File: config.mk
export PLATFORM = sky130hd
export DESIGN_NAME = fv_rvc_compressor
export DESIGN_NICKNAME = d
export VERILOG_FILES = /design/src/rtl/fv_rvc_compressor.sv
export SDC_FILE = /design/constraint.sdc
export NUM_CORES = 1
export LEC_CHECK = 0
export BUFFER_PORTS_ARGS = -buffer_cell sky130_fd_sc_hd__buf_4
export CELL_PAD_IN_SITES_DETAIL_PLACEMENT = 1
export CELL_PAD_IN_SITES_GLOBAL_PLACEMENT = 1
export CORE_MARGIN = 3
export CORE_UTILIZATION = 30
export DETAILED_ROUTE_END_ITERATION = 10
export GPL_TIMING_DRIVEN = 1
export PLACE_DENSITY_LB_ADDON = 0.1
export SLEW_MARGIN = 20
export SYNTH_ARGS = -nofsm -noshare
export SYNTH_HDL_FRONTEND = slang
export SYNTH_SLANG_ARGS = --single-unit
File: constraint.sdc
create_clock -name clk -period 4.17 [get_ports clk]
set_clock_uncertainty 0.1 [all_clocks]
set_input_delay 0.417 -clock clk [delete_from_list [all_inputs] [get_ports clk]]
set_output_delay 0.417 -clock clk [all_outputs]
set_load 0.02 [all_outputs]
File: src/rtl/fv_rvc_compressor.sv
// RV32 -> RVC compressor and halfword packer: eligible instructions shrink to 16 bits
// and are packed two halfwords per 32-bit output word, lower halfword first.
module fv_rvc_compressor #(
  parameter int COMPRESS = 1
) (
  input  logic        clk,
  input  logic        reset,
  input  logic        in_valid,
  input  logic [31:0] in_instr,
  output logic        in_ready,
  input  logic        flush,
  output logic        out_valid,
  output logic [31:0] out_word,
  input  logic        out_ready,
  output logic        half_pending,
  output logic [15:0] cnt_total,
  output logic [15:0] cnt_compressed
);

  typedef enum logic {EMPTY, HALF} state_t;

  // Returns {eligible, encoding}; eligible=0 means pass the instruction through as 32 bits.
  function automatic logic [16:0] compress16(input logic [31:0] i);
    logic [16:0] r;
    logic [6:0]  op;
    logic [4:0]  rd, rs1, rs2;
    logic [2:0]  f3;
    logic [6:0]  f7;
    logic [11:0] imm_i, imm_s;
    logic        imm_fit, rd_c, rs1_c, rs2_c;
    r       = '0;
    op      = i[6:0];
    rd      = i[11:7];
    f3      = i[14:12];
    rs1     = i[19:15];
    rs2     = i[24:20];
    f7      = i[31:25];
    imm_i   = i[31:20];
    imm_s   = {i[31:25], i[11:7]};
    imm_fit = (i[31:25] == {7{i[25]}});
    rd_c    = (rd[4:3] == 2'b01);
    rs1_c   = (rs1[4:3] == 2'b01);
    rs2_c   = (rs2[4:3] == 2'b01);
    if (op == 7'b0010011 && f3 == 3'b000) begin
      if (rs1 == 5'd0 && rd != 5'd0 && imm_fit)
        r = {1'b1, 3'b010, i[25], rd, i[24:20], 2'b01};
      else if (imm_i == 12'd0 && rd != 5'd0 && rs1 != 5'd0)
        r = {1'b1, 4'b1000, rd, rs1, 2'b10};
      else if (rd == rs1 && rd != 5'd0 && imm_i != 12'd0 && imm_fit)
        r = {1'b1, 3'b000, i[25], rd, i[24:20], 2'b01};
    end else if (op == 7'b0110011 && f3 == 3'b000 && f7 == 7'd0) begin
      if (rs1 == 5'd0 && rd != 5'd0 && rs2 != 5'd0)
        r = {1'b1, 4'b1000, rd, rs2, 2'b10};
      else if (rd == rs1 && rd != 5'd0 && rs2 != 5'd0)
        r = {1'b1, 4'b1001, rd, rs2, 2'b10};
      else if (rd == rs1 && rd_c && rs2_c)
        r = {1'b1, 6'b100011, rd[2:0], 2'b00, rs2[2:0], 2'b01};
    end else if (op == 7'b0110011 && rd == rs1 && rd_c && rs2_c) begin
      case ({f7, f3})
        {7'h20, 3'b000}: r = {1'b1, 6'b100011, rd[2:0], 2'b00, rs2[2:0], 2'b01};
        {7'h00, 3'b100}: r = {1'b1, 6'b100011, rd[2:0], 2'b01, rs2[2:0], 2'b01};
        {7'h00, 3'b110}: r = {1'b1, 6'b100011, rd[2:0], 2'b10, rs2[2:0], 2'b01};
        {7'h00, 3'b111}: r = {1'b1, 6'b100011, rd[2:0], 2'b11, rs2[2:0], 2'b01};
        default:         r = '0;
      endcase
    end else if (op == 7'b0010011 && f3 == 3'b001 && f7 == 7'd0) begin
      if (rd == rs1 && rd != 5'd0 && rs2 != 5'd0)
        r = {1'b1, 4'b0000, rd, rs2, 2'b10};
    end else if (op == 7'b0000011 && f3 == 3'b010) begin
      if (rd_c && rs1_c && imm_i[11:7] == 5'd0 && imm_i[1:0] == 2'b00)
        r = {1'b1, 3'b010, imm_i[5:3], rs1[2:0], imm_i[2], imm_i[6], rd[2:0], 2'b00};
    end else if (op == 7'b0100011 && f3 == 3'b010) begin
      if (rs2_c && rs1_c && imm_s[11:7] == 5'd0 && imm_s[1:0] == 2'b00)
        r = {1'b1, 3'b110, imm_s[5:3], rs1[2:0], imm_s[2], imm_s[6], rs2[2:0], 2'b00};
    end else if (op == 7'b1100111 && f3 == 3'b000 && imm_i == 12'd0 && rs1 != 5'd0) begin
      if (rd == 5'd0)      r = {1'b1, 4'b1000, rs1, 5'd0, 2'b10};
      else if (rd == 5'd1) r = {1'b1, 4'b1001, rs1, 5'd0, 2'b10};
    end else if (i == 32'h0010_0073) begin
      r = {1'b1, 16'h9002};
    end
    return r;
  endfunction

  state_t      state_q, state_d;
  logic [15:0] hold_q, hold_d;
  logic        vld_p1;
  logic [31:0] word_p1, word_d;
  logic        emit, accept, do_flush, advance, is_c;
  logic [16:0] comp_p0;

  assign advance  = !vld_p1 || out_ready;
  assign in_ready = !reset && advance;
  assign accept   = in_valid && in_ready;
  assign do_flush = flush && !in_valid && in_ready && (state_q == HALF);
  assign comp_p0  = compress16(in_instr);
  assign is_c     = (COMPRESS != 0) && comp_p0[16];

  always_comb begin
    state_d = state_q;
    hold_d  = hold_q;
    emit    = 1'b0;
    word_d  = word_p1;
    if (accept) begin
      if (state_q == EMPTY) begin
        if (is_c) begin
          hold_d  = comp_p0[15:0];
          state_d = HALF;
        end else begin
          emit   = 1'b1;
          word_d = in_instr;
        end
      end else begin
        emit = 1'b1;
        if (is_c) begin
          word_d  = {comp_p0[15:0], hold_q};
          state_d = EMPTY;
        end else begin
          word_d = {in_instr[15:0], hold_q};
          hold_d = in_instr[31:16];
        end
      end
    end else if (do_flush) begin
      emit    = 1'b1;
      word_d  = {16'h0001, hold_q};
      state_d = EMPTY;
    end
  end

  // p0 -> p1: packer state, counters and the registered output word
  always_ff @(posedge clk) begin
    if (reset) begin
      state_q        <= EMPTY;
      hold_q         <= '0;
      vld_p1         <= 1'b0;
      word_p1        <= '0;
      cnt_total      <= '0;
      cnt_compressed <= '0;
    end else begin
      state_q <= state_d;
      hold_q  <= hold_d;
      if (advance) begin
        vld_p1  <= emit;
        word_p1 <= word_d;
      end
      if (accept) begin
        cnt_total <= cnt_total + 16'd1;
        if (is_c) cnt_compressed <= cnt_compressed + 16'd1;
      end
    end
  end

  assign out_valid    = vld_p1;
  assign out_word     = word_p1;
  assign half_pending = (state_q == HALF);

endmodule
==> impl_metrics.ini <==
[grt]
grt_first_pass_wirelength_um = 37200
grt_util_all_layers_pct = 26.3
grt_pass1_vias = 6044
grt_start_max_net_pins = 63
antenna_found_initial = 1
overflow = 0

[logic_synthesis]
synth_nets = 724
synth.distinct_cells = 71
syn_inst = 683
ys_warn_count = 0
synth_flop_cell = dfxtp_1
async_flop_share_pct = 0
ys_ff_latch = 82
synth_area_per_cell_um2 = 7.60
synth-seq-area-share_pct = 31.6
netlist_area_mm2 = 0.00519
synth_edf_count = 0

[finish]
fin_area_mm2 = 0.00674
fin_util_pct = 40.2
final_common_cell = buf_4
drive_above_1_share_pct = 23.5
final_nets = 840
syn_to_final_growth_pct = 29.9
antenna_cells = 0
final_cell_mix = 159 x buf_4, 82 x dfxtp_1, 69 x nor2_1

[route]
wl_per_cell_um = 24.4
vias = 6031
drcViolationCount = 0
dr.pass1.iters = 5
drtAntennaViolNets = 0
drt-initial-drc-count = 506
vias_per_cell = 5.89
wirelength_um = 25000

[flow_run]
maxCapViolCount = 0

[clocking]
cts_tree = yes
cts_setup_buffers = 0
clockRootBuffer = clkbuf_16
cts.sinks = 82
cts_repair_resize_count = 0
cts_buffers = 9
htree_levels = 3
cts_buffer_depth = 2
hold_buffers = 0
worstSkewPairLatency_ns = 0.35
path_clk_slew_ns = 0.06

[worst_setup_path]
cpPeakStageDelay_ns = 0.66
critical_path_arrival_ns = 3.80
worst_r2r_path_depth = 8
end_kind = register
crit_path_frequent_cell = buf_4
r2r_end = out_word[26]$_SDFFE_PP0P_
reg2reg_from = half_pending$_SDFFE_PP0N_
critPathMaxFanout = 10
required_ns = 4.34
crit_chain = buf_4, nand4bb_1, buf_4, or4_1, a211o_1, o21a_1, a2111o_1, or4_4, or3_1, a21oi_1
start_kind = primary input
critPathLaunch = in_instr[6]
path_class = primary input to register
crit_path_top_delay_cell = or4_1
r2r_slack_ns = 1.71

[pwr]
pwr-share-comb_pct = 15.8
p_leak_nw = 2.65
pwr-share-clk_pct = 40.2
internal_power_w = 0.00134
ir_drop_uv = 176
p_seq_share_pct = 43.9
power_switching_w = 0.000536
p_per_area_mw_per_mm2 = 278
p_sw_share_pct = 28.6

[floorplanning]
fp.dieW_um = 138
die-area_mm2 = 0.0189
start_util_pct = 31.0
io_pins = 104
core-area_mm2 = 0.0168
row_count = 47
die_y_um = 138

[timing]
tns_ns = 0
fin_crit_sh_pct = 87.1
slew_headroom_pct = 33.6
rsz0062_at_grt = no
tightestPinTransition_ns = 0.986
fmax_mhz = 275
setup-violations-final = 0
hold_viol_final = 0
maxSlewViolCount = 0
whs_ns = 0.271
min_period_ns = 3.63

[status]
status = finished clean

[place]
gp_congestion = 0.972
placed_cell_area_mm2 = 0.00646
portBuffers = 103
dp_hpwl_um = 18700

[worst_hold_path]
holdCritStartpoint = in_instr[31]
hp-class = primary input to register
whs_path_depth = 2
hold_end = out_word[31]$_SDFFE_PP0P_
==> power groups by stage <==
stage | registers, W | logic [W] | clock network [W]
floorplan | 0.000867 | 0.000115 | 0
global placement | 0.000840 | 0.000291 | 0
detailed placement | 0.000841 | 0.000292 | 0
CTS | 0.000824 | 0.000293 | 0.000781
global route | 0.000826 | 0.000316 | 0.000813
finish | 0.000824 | 0.000296 | 0.000754
==> cell usage after synthesis, types with 3 or more instances <==
master,instances,area share (%)
a211o_1,8,1.4
a211oi_1,5,0.72
a21o_1,6,0.87
a21oi_1,39,3.8
a221o_1,4,0.77
a221oi_1,4,0.68
a22o_1,8,1.4
a22oi_1,3,0.43
a2bb2oi_1,3,0.51
a311oi_1,19,3.2
a31oi_1,8,0.96
and2_1,9,1.1
and3_1,20,2.4
buf_2,4,0.39
clkbuf_1,48,3.5
dfxtp_1,82,32
ha_1,4,0.96
inv_1,12,0.87
mux2i_1,3,0.58
nand2_1,66,4.8
nand2b_1,14,1.7
nand3_1,23,2.2
nand3b_1,6,0.87
nand4_1,9,1.1
nor2_1,69,5.0
nor3_1,26,2.5
nor3b_1,5,0.72
nor4_1,9,1.1
o211ai_1,6,0.87
o21a_1,4,0.58
o21ai_0,47,4.5
o2bb2ai_1,3,0.51
o31ai_1,5,0.72
or2_2,3,0.36
or3_1,13,1.6
or4_1,13,1.9
xnor2_1,9,1.5
xor2_1,19,3.2
==> worst max-delay path: cells and delay by family <==
kind | cells | cell delay, ns
compound gates | 4 | 1.23
simple gates | 4 | 1.79
buf+inv | 2 | 0.35
==> how the worst max path moves through the flow <==
stage                                      end  slack, ns  depth (start not counted)
6_report        cnt_compressed[9]$_SDFFE_PP0P_       0.54                         10
5_1_grt        cnt_compressed[15]$_SDFFE_PP0P_       0.43                         10
4_1_cts         cnt_compressed[9]$_SDFFE_PP0P_       0.53                         10
3_5_place_dp    cnt_compressed[9]$_SDFFE_PP0P_       0.19                         10
3_3_place_gp    cnt_compressed[9]$_SDFFE_PP0P_       0.21                         10
2_1_floorplan           hold_q[5]$_SDFFE_PP0P_       0.20                         14
==> logic make-up after synthesis <==
family,Yosys count,synth area share [%]
and+or+nand+nor,300,30.0
AOI/OAI and AO/OA,199,26.9
DFF,82,31.6
buffers and inverters,67,5.16
xor gates and xnor gates,28,4.73
adders and majority gates,4,0.965
muxes,3,0.579
==> state kept, by name (all words and copies together), names as in the netlist <==
register        count
out_word           32
cnt_compressed     16
cnt_total          16
hold_q             16
half_pending        1
out_valid           1
==> stage by stage <==
stage	setup slack, ns	power (W)	std cells
after global placement	0.211	0.00113	1008
final	0.537	0.00187	1024
after floorplan	0.200	0.000982	683
after CTS	0.530	0.00190	1024
after global routing	0.429	0.00196	1024
after detailed placement	0.186	0.00113	1008
==> per-layer routing <==
| layer | vias to the layer above | routed length [um] | track usage [%] |
|---|---|---|---|
| li1 | 2778 | - | - |
| met1 | 2985 | 11600 | 37.2 |
| met2 | 231 | 11000 | 39.6 |
| met3 | 37 | 1800 | 6.46 |
| met4 | 0 | 563 | 7.65 |
| met5 | - | 0 | 0 |
==> final cells by class <==
cell class,count,area [um2]
Clock inverter,5,37.5
Timing Repair Buffer,160,1210
Clock buffer,11,243
Multi-Input combinational cell,534,3280
Sequential cell,82,1640
Fill cell,2089,10000
Inverter,12,45.0
Tap cell,220,275
Note: power is estimated with default switching activity, not from simulation.
